===== src/rtl/lcd_nibble_tx.sv =====
// HD44780 4-bit bus transmitter.
// Accepts one byte-wide command/character write per valid/ready handshake and
// emits it as one or two timed en strobes on the LCD pins. After the strobes
// it waits out the LCD execution time and then pulses done.
// Clocked from the 1 kHz tick, so every count below is in milliseconds.

// Parameter sanity checker: zero-length pulses or delays cannot be expressed
// by the down-counter, and neither can values that do not fit in 8 bits.
module lcd_nibble_tx_chk #(
  parameter int unsigned EN_CYCLES   = 1,
  parameter int unsigned SHORT_DELAY = 1,
  parameter int unsigned LONG_DELAY  = 2
) (
  input logic clk
);

  // Flag illegal parameter values on every clock edge.
  always @(posedge clk) begin
    assert (EN_CYCLES >= 32'd1 && EN_CYCLES <= 32'd255)
      else $error("lcd_nibble_tx: EN_CYCLES out of range 1..255");
    assert (SHORT_DELAY >= 32'd1 && SHORT_DELAY <= 32'd255)
      else $error("lcd_nibble_tx: SHORT_DELAY out of range 1..255");
    assert (LONG_DELAY >= 32'd1 && LONG_DELAY <= 32'd255)
      else $error("lcd_nibble_tx: LONG_DELAY out of range 1..255");
  end

endmodule

module lcd_nibble_tx #(
  parameter int unsigned EN_CYCLES   = 1,
  parameter int unsigned SHORT_DELAY = 1,
  parameter int unsigned LONG_DELAY  = 2
) (
  input  logic       clk,
  input  logic       reset,
  input  logic       in_valid,
  output logic       in_ready,
  input  logic [7:0] in_data,
  input  logic       in_rs,
  input  logic       in_nib_only,
  output logic       done,
  output logic       en,
  output logic       rs,
  output logic [3:0] data
);

  typedef enum logic [2:0] {
    IDLE    = 3'd0,
    SETUP_H = 3'd1,
    PULSE_H = 3'd2,
    HOLD_H  = 3'd3,
    SETUP_L = 3'd4,
    PULSE_L = 3'd5,
    HOLD_L  = 3'd6,
    WAIT    = 3'd7
  } state_t;

  // Counter reload values: a count of N cycles is loaded as N-1.
  localparam logic [7:0] EN_M1    = 8'(EN_CYCLES - 32'd1);
  localparam logic [7:0] SHORT_M1 = 8'(SHORT_DELAY - 32'd1);
  localparam logic [7:0] LONG_M1  = 8'(LONG_DELAY - 32'd1);

  state_t     state_r, state_nx_s;
  logic [7:0] cnt_r, cnt_nx_s;
  logic [7:0] byte_r;
  logic       rs_lat_r;
  logic       nib_r;
  logic       accept_s;
  logic       long_sel_s;
  logic [7:0] delay_m1_s;
  logic       en_nx_s, rs_nx_s, done_nx_s, ready_nx_s;
  logic [3:0] data_nx_s;

  lcd_nibble_tx_chk #(
    .EN_CYCLES  (EN_CYCLES),
    .SHORT_DELAY(SHORT_DELAY),
    .LONG_DELAY (LONG_DELAY)
  ) u_chk (
    .clk(clk)
  );

  assign accept_s   = in_valid && in_ready;
  // Only clear and home need the long execution time; character 0x01 does not.
  assign long_sel_s = !rs_lat_r && !nib_r && (byte_r == 8'h01 || byte_r == 8'h02);
  assign delay_m1_s = long_sel_s ? LONG_M1 : SHORT_M1;

  // State and counter register.
  always_ff @(posedge clk or negedge reset) begin
    if (!reset) begin
      state_r <= IDLE;
      cnt_r   <= 8'd0;
    end else begin
      state_r <= state_nx_s;
      cnt_r   <= cnt_nx_s;
    end
  end

  // Latch the request on accept so the input bus is free while busy.
  always_ff @(posedge clk or negedge reset) begin
    if (!reset) begin
      byte_r   <= 8'd0;
      rs_lat_r <= 1'b0;
      nib_r    <= 1'b0;
    end else if (accept_s) begin
      byte_r   <= in_data;
      rs_lat_r <= in_rs;
      nib_r    <= in_nib_only;
    end else begin
      byte_r   <= byte_r;
      rs_lat_r <= rs_lat_r;
      nib_r    <= nib_r;
    end
  end

  // Next state plus the pin values for the state being entered.
  always_comb begin
    state_nx_s = state_r;
    cnt_nx_s   = cnt_r;
    en_nx_s    = 1'b0;
    rs_nx_s    = rs;
    data_nx_s  = data;
    done_nx_s  = 1'b0;
    case (state_r)
      IDLE: begin
        if (accept_s) begin
          state_nx_s = SETUP_H;
          rs_nx_s    = in_rs;
          data_nx_s  = in_data[7:4];
        end else begin
          state_nx_s = IDLE;
        end
      end
      SETUP_H: begin
        state_nx_s = PULSE_H;
        cnt_nx_s   = EN_M1;
        en_nx_s    = 1'b1;
      end
      PULSE_H: begin
        if (cnt_r == 8'd0) begin
          state_nx_s = HOLD_H;
        end else begin
          cnt_nx_s = cnt_r - 8'd1;
          en_nx_s  = 1'b1;
        end
      end
      HOLD_H: begin
        if (nib_r) begin
          state_nx_s = WAIT;
          cnt_nx_s   = delay_m1_s;
          done_nx_s  = (delay_m1_s == 8'd0);
        end else begin
          state_nx_s = SETUP_L;
          data_nx_s  = byte_r[3:0];
        end
      end
      SETUP_L: begin
        state_nx_s = PULSE_L;
        cnt_nx_s   = EN_M1;
        en_nx_s    = 1'b1;
      end
      PULSE_L: begin
        if (cnt_r == 8'd0) begin
          state_nx_s = HOLD_L;
        end else begin
          cnt_nx_s = cnt_r - 8'd1;
          en_nx_s  = 1'b1;
        end
      end
      HOLD_L: begin
        state_nx_s = WAIT;
        cnt_nx_s   = delay_m1_s;
        done_nx_s  = (delay_m1_s == 8'd0);
      end
      WAIT: begin
        if (cnt_r == 8'd0) begin
          state_nx_s = IDLE;
        end else begin
          cnt_nx_s  = cnt_r - 8'd1;
          done_nx_s = (cnt_r == 8'd1);
        end
      end
      default: begin
        state_nx_s = IDLE;
        cnt_nx_s   = 8'd0;
      end
    endcase
    ready_nx_s = (state_nx_s == IDLE);
  end

  // Registered pin and handshake outputs, aligned with the state register.
  always_ff @(posedge clk or negedge reset) begin
    if (!reset) begin
      en       <= 1'b0;
      rs       <= 1'b0;
      data     <= 4'd0;
      done     <= 1'b0;
      in_ready <= 1'b1;
    end else begin
      en       <= en_nx_s;
      rs       <= rs_nx_s;
      data     <= data_nx_s;
      done     <= done_nx_s;
      in_ready <= ready_nx_s;
    end
  end

endmodule


===== config.mk =====
export PLATFORM = sky130hd
export DESIGN_NAME = lcd_nibble_tx
export DESIGN_NICKNAME = d
export VERILOG_FILES = /design/src/rtl/lcd_nibble_tx.sv
export SDC_FILE = /design/constraint.sdc
export NUM_CORES = 1
export LEC_CHECK = 0
export ABC_AREA = 1
export CORE_MARGIN = 2
export CORE_UTILIZATION = 33
export DETAILED_ROUTE_END_ITERATION = 10
export SLEW_MARGIN = 20
export SYNTH_ARGS = -nofsm -noshare
export SYNTH_HDL_FRONTEND = slang
export SYNTH_HIERARCHICAL = 1
export SYNTH_SLANG_ARGS = --single-unit
export TNS_END_PERCENT = 1

===== constraint.sdc =====
create_clock -name clk -period 2.26 [get_ports clk]
set_input_delay 0.339 -clock clk [delete_from_list [all_inputs] [get_ports clk]]
set_output_delay 0.339 -clock clk [all_outputs]
set_load 0.005 [all_outputs]

==> reports/metrics.csv <==
stage,metric,value,unit
timing,endpoints failing setup,0,
power_and_ir_drop,clock share of power,17.5,%
grt,met3 usage,3.750,%
yosys,largest cells by area after synthesis,"dfrtp_1 46%, nand2_1 11%, nor2_1 7.1%",
clock_tree,CTS max path bufs,2,
clock_tree,H-tree Lvls,2,
die,Ports,21,
timing,Final Cycle Share,73.98,%
yosys,mean post-synth cell area,8.129,um^2
critical_path,worst reg2reg setup slack,0.59,ns
die,Initial Util,34.81,%
power_and_ir_drop,Internal,1.420,mW
timing,Hold Slack,0.4412,ns
timing,setup tns final,0,ns
drt,1st-pass router iterations,4,
yosys,most numerous cell in the Yosys netlist,nand2_1,
place,post-detail-place hpwl,2210,um
clock_tree,clk_lat worst skew,0.28,ns
timing,Slew @ Worst Pin,0.4860,ns
critical_path,CP Class,reg -> reg,
grt,initial antenna violation count,0,
yosys,Synth warnings,6,
job,max cap viols,0,
critical_path,Worst Path Arrival,1.84,ns
clock_tree,clock root cell,clkbuf_8,
drt,WL per Instance,11.25,um
yosys,Post-synth EDFFs,0,
clock_tree,total CTS buffers,5,
drt,drt via density,4.582,
critical_path,Bufs and invs on worst path,2,
timing,pins over their slew limit,0,
final_layout,layout cells sized above 1,12.50,%
clock_tree,# clock sinks,29,
yosys,Post-synth top cells,"45 x nand2_1, 29 x nor2_1, 28 x dfrtp_1, 21 x inv_1, 15 x nand3_1",
yosys,fraction of registers with async set/reset,100.0,%
yosys,Synth top area share,45.60,%
grt,vias in the first global route,1257,
die,Core Area,4414,um^2
final_layout,area added between synthesis and finish,21.58,%
grt,gr busiest metal,met2,
critical_path,CP top delay family,simple AND/OR/NAND/NOR gates,
yosys,"Seq/Total Area, Yosys",47.31,%
critical_path,critical-path cell list,inv_1 -> ha_1 -> nand2_2 -> nor2_4 -> nand2_2 -> nand3_4 -> inv_1 -> nand2_1 -> nand2_1,
yosys,unique cell type count in the Yosys netlist,29,
clock_tree,setup bufs post-CTS,0,
timing,Final Hold Viols,0,
place,Placed Area,1785,um^2
power_and_ir_drop,Reg power frac,39.7,%
clock_tree,"Hold-fix buffers, CTS",0,
critical_path,Crit path largest cell delay,0.39,ns
grt,global-route wire length before repair,5444,um
final_layout,Nets,230,
timing,Achievable Freq,0.5981,GHz
timing,Period minus WS final,1.672,ns
power_and_ir_drop,Sw Ratio,39.25,%
grt,largest net degree at the start of global routing,30,
yosys,syn nets,204,
clock_tree,CTS tree,built,
final_layout,final design utilization,42.32,%
drt,# DRC,0,
clock_tree,post-CTS sizing,0,
yosys,cell taking the most area after synthesis,dfrtp_1,
timing,Slew headroom,67.52,%
critical_path,Critical-path top delay cell,dfrtp_1,
final_layout,Inserted Diodes,0,
power_and_ir_drop,pwr/cell area,1252,nW/um^2
worst_hold_path,Hold Path Class,in -> async,
critical_path,CP Max Fanout,13,
critical_path,CP Capture Type,register,
critical_path,worst path required time,2.43,ns
drt,post-route antenna net violation count,0,
yosys,Yosys reg bits,29,
place,Port Buf Inserts,20,
power_and_ir_drop,Comb pwr share,42.8,%
yosys,"Top FF cell, synth",dfrtp_1,
die,cell row count,24,
timing,RSZ-0062 raised after global routing,false,
power_and_ir_drop,VDD IR max,0.0004490,V
grt,grt met1 use,17.49,%
status,status,"complete, no violations",
power_and_ir_drop,P_sw,917.8,uW
place,RD Place Congestion,0.8231,
grt,GR met2 Demand/Resource,20.69,%
die,chip height,72.24,um
timing,clock skew,0.004252,ns
drt,Detailed Route Iter0 Violations,80,
yosys,Post-Syn Area,1536,um^2
die,die area,5218,um^2
clock_tree,clock slew at reported path FFs,0.06,ns
drt,via count,1228,
power_and_ir_drop,Leak,0.9098,nW
grt,GRT Util Overall,13.35,%
die,Die X,72.24,um
grt,global route overflow,0,
final_layout,design area,1868,um^2
critical_path,startpoint types,register,
drt,drt total wl,3014,um
yosys,Post-Syn Instances,189,
-- cell usage in the layout (no fill, tap or decap) --
cell,synthesis,layout
clkbuf_1,1,1
nand3b_1,1,1
or2_2,1,1
xor2_1,2,2
o21bai_1,1,1
inv_1,21,21
mux2_2,5,5
nor2_4,1,1
o31ai_1,1,1
nand4_1,2,2
dfstp_2,1,1
o21ai_2,2,2
buf_4,0,1
ha_1,2,2
o21ai_0,5,5
clkbuf_8,0,5
nand2_1,45,45
clkinv_2,0,2
clkdlybuf4s50_1,0,20
o21ai_1,1,1
nor2_2,2,2
nand3_1,15,15
o211ai_1,1,1
dfrtp_1,28,28
and2_1,1,1
nand3_4,1,1
inv_2,1,1
nand2_2,5,5
a21oi_1,9,9
nor2_1,29,29
o21a_1,3,3
xnor2_1,1,1
-- worst reg2reg max path, cell delays in order, from the launching register on --
cell	delay (ns)
dfrtp_1	0.39
inv_1	0.14
ha_1	0.27
nand2_2	0.12
nor2_4	0.19
nand2_2	0.08
nand3_4	0.15
inv_1	0.11
nand2_1	0.07
nand2_1	0.05
-- power by group through the flow --
stage          Combinational (mW)  Sequential [mW]  Clock, mW
6_report                     1.00            0.928      0.408
5_1_grt                      1.16            0.965      0.459
4_1_cts                      1.02            0.928      0.425
3_5_place_dp                 1.01            0.936          0
3_3_place_gp                 1.01            0.933          0
2_1_floorplan               0.750            0.902          0
-- cell type report --
type,instances,area (um^2)
fillers,463,2546
repair buffers,21,207.7
clock inverters,2,10.01
flip-flops and latches,29,726.9
clock buffers,6,72.57
well taps,52,65.06
inverters,22,82.58
multi-input cells,136,703.2
-- state kept, by name (all words and copies together), names as in the netlist --
register  cells
state_r       3
en            1
rs            1
byte_r        8
data          4
rs_lat_r      1
nib_r         1
in_ready      1
done          1
cnt_r         8
-- through the flow --
| step | setup WS (ns) | cells | total power [mW] |
|---|---|---|---|
| after floorplan | 0.8144 | 189 | 1.652 |
| after global placement | 0.5721 | 260 | 1.939 |
| after detailed placement | 0.5604 | 260 | 1.941 |
| after CTS | 0.5821 | 268 | 2.370 |
| after global routing | 0.4105 | 268 | 2.580 |
| final | 0.5880 | 268 | 2.338 |
-- final timing paths --
path	from	endpoint	cells past startpoint
min in group clk	rs	rs	2
worst min register to register	rs	rs	2
worst min-delay path	reset	cnt_r[7]	2
max in group asynchronous	reset	in_ready	2
worst max register to register	cnt_r[0]	cnt_r[4]	9
worst max-delay path	cnt_r[0]	cnt_r[4]	9
-- cells by family (layout without fill, tap and decap cells) --
group | count (synthesis) | after routing | synth area share [%]
adder cells (fa/ha/maj) | 2 | 2 | 1.628
AO/OA/AOI/OAI | 23 | 23 | 8.958
multiplexers | 5 | 5 | 3.664
AND/OR/NAND/NOR | 103 | 103 | 29.80
flip-flops | 29 | 29 | 47.31
XOR/XNOR | 3 | 3 | 1.710
buffers and inverters | 24 | 51 | 6.922
-- routing by layer --
layer / vias up / routed length, um
li1: 648 / -
met1: 547 / 1461
met2: 27 / 1355
met3: 6 / 140
met4: 0 / 56
met5: - / 0
Note: power is estimated with default switching activity, not from simulation.
==> edit, RTL diff (same flow settings) <==
The 8 states of `state_t` get a one-hot encoding in 8 bits.
--- a/src/rtl/lcd_nibble_tx.sv
+++ b/src/rtl/lcd_nibble_tx.sv
@@ -46,11 +46,11 @@
 
-  typedef enum logic [2:0] {
-    IDLE    = 3'd0,
-    SETUP_H = 3'd1,
-    PULSE_H = 3'd2,
-    HOLD_H  = 3'd3,
-    SETUP_L = 3'd4,
-    PULSE_L = 3'd5,
-    HOLD_L  = 3'd6,
-    WAIT    = 3'd7
+  typedef enum logic [7:0] {
+    IDLE    = 8'b00000001,
+    SETUP_H = 8'b00000010,
+    PULSE_H = 8'b00000100,
+    HOLD_H  = 8'b00001000,
+    SETUP_L = 8'b00010000,
+    PULSE_L = 8'b00100000,
+    HOLD_L  = 8'b01000000,
+    WAIT    = 8'b10000000
   } state_t;
Formal check against the unedited RTL: no difference found for any inputs over 10 cycles, from zero or initial values and one cycle with reset low; not proved beyond that.
==> edit against the unedited design <==
  * Global-route usage grew 0.94 points
  * Area after synthesis grew 22%
  * Design area grew 21%
  * Final cell count grew 25%
  * First-iteration DRC count grew 29%
  * Fmax is essentially flat
  * Wire length grew 26%
  * Sequential cell count grew 5
  * Total power shrank 5.7%
  * Highest routed layer unchanged
  * Worst setup slack gained 0.0012 ns
==> edit: results (changes against the unedited design) <==
- Register area share after synthesis: 45.5% (-1.8 points)
- Asr flop ratio synth: 100% (unchanged)
- Tot GR Track Use: 14.3% (+0.94 points)
- Post-DP HPWL: 2750 um (+24%)
- Synth cell types: 28 (-3.4%)
- Placed insts: 328 (+26%)
- Family with the most delay on the worst path: simple AND/OR/NAND/NOR gates
- Via density: 4.48 (-2.3%)
- Largest net degree at the start of global routing: 35 (+17%)
- Final hold slack: 0.469 ns (+0.0280 ns)
- Met2 routed WL: 1880 um (+38%)
- Nets: 278 (+21%)
- Wire length per cell: 11.3 um (+0.59%)
- Relative slew margins: 71.0% (+3.5 points)
- Total CTS buffers: 5 (unchanged)
- Vias in the first global route: 1561 (+24%)
- Static Leakage: 0.00116 uW (+27%)
- Synth top area cells: dfrtp_1 43%, nand2_1 15%, inv_1 6.4%
- Drt initial violations: 103 (+29%)
- Worst-path maximum fanout: 11 (-2)
- First-pass GRT wire length: 6960 um (+28%)
- Status: complete, no violations
- RD Place Congestion: 0.778 (-5.5%)
- Commonest cells in the netlist: 74 x nand2_1, 32 x dfrtp_1, 32 x inv_1, 24 x nor2_1
- Post-synthesis cell count: 237 (+25%)
- Met3 Wirelength: 118 um (-16%)
- Skew final: 0.00185 ns (-0.00240 ns)
- CP arrival: 1.90 ns (+0.06 ns)
- Clock transition at path regs: 0.07 ns
- DP Area: 2170 um^2 (+21%)
- Synth area leader: dfrtp_1
- Mapped Nets: 252 (+24%)
- Synth warnings: 6 (unchanged)
- Met1 Wirelength: 1780 um (+22%)
- Final non-filler cell total: 336 (+25%)
- Leading registers by flop count: byte_r: 8 flops, cnt_r: 8 flops, state_r: 8 flops
- Max IR drop VDD: 0.000504 V (+12%)
- Slowest CP cell: dfrtp_1
- Top sig layer: met4
## edit: worst paths after layout
kind,from,slack (ns),cells after the start,endpoint
worst min register to register,byte_r[4],0.48,2,byte_r[4]
worst max register to register,cnt_r[0],0.59,8,state_r[0]
worst min-delay path,reset,0.47,2,cnt_r[7]
worst max-delay path,cnt_r[0],0.59,8,state_r[0]
max in group asynchronous,reset,1.45,2,in_ready
min in group clk,byte_r[4],0.48,2,byte_r[4]
## edit: cells by family (layout without fill, tap and decap cells)
kind of cell	count (synthesis)	count (layout)	synth area share [%]
AOI/OAI and AO/OA	24	24	7.88
adders and majority gates	2	2	1.33
buffers and inverters	38	65	7.74
xor gates and xnor gates	5	5	2.34
and+or+nand+nor	134	134	35.2
DFF	34	34	45.5
## edit: worst register-to-register path, stage by stage, from the launching register on
cell and delay [ns]:
dfrtp_1 0.39, inv_1 0.13, ha_1 0.20, nand3_1 0.19, nor2_4 0.26, inv_2 0.15
a21oi_1 0.15, a21oi_1 0.07, nand2_1 0.07
## edit: metal layers
layer,vias up,GRT usage (%)
li1,796,-
met1,681,17.2
met2,25,24.4
met3,2,3.30
met4,0,6.21
met5,-,0
## edit: power breakdown
group / switching, uW / internal (uW)
clock network: 223 / 246
registers: 98.8 / 782
logic: 508 / 347
total: 830 / 1370
## edit: metrics by stage
step,worst slack [ns],total power (uW)
final,0.589,2200
after global routing,0.427,2400
after CTS,0.580,2250
after detailed placement,0.567,1760
after global placement,0.617,1750
after floorplan,0.755,1470
## edit: cell type report
class	count	area, um^2
repair buffers	22	215
well taps	72	90.1
fillers	574	3250
flip-flops and latches	34	853
multi-input cells	165	876
clock inverters	1	5.00
clock buffers	7	86.3
inverters	35	131
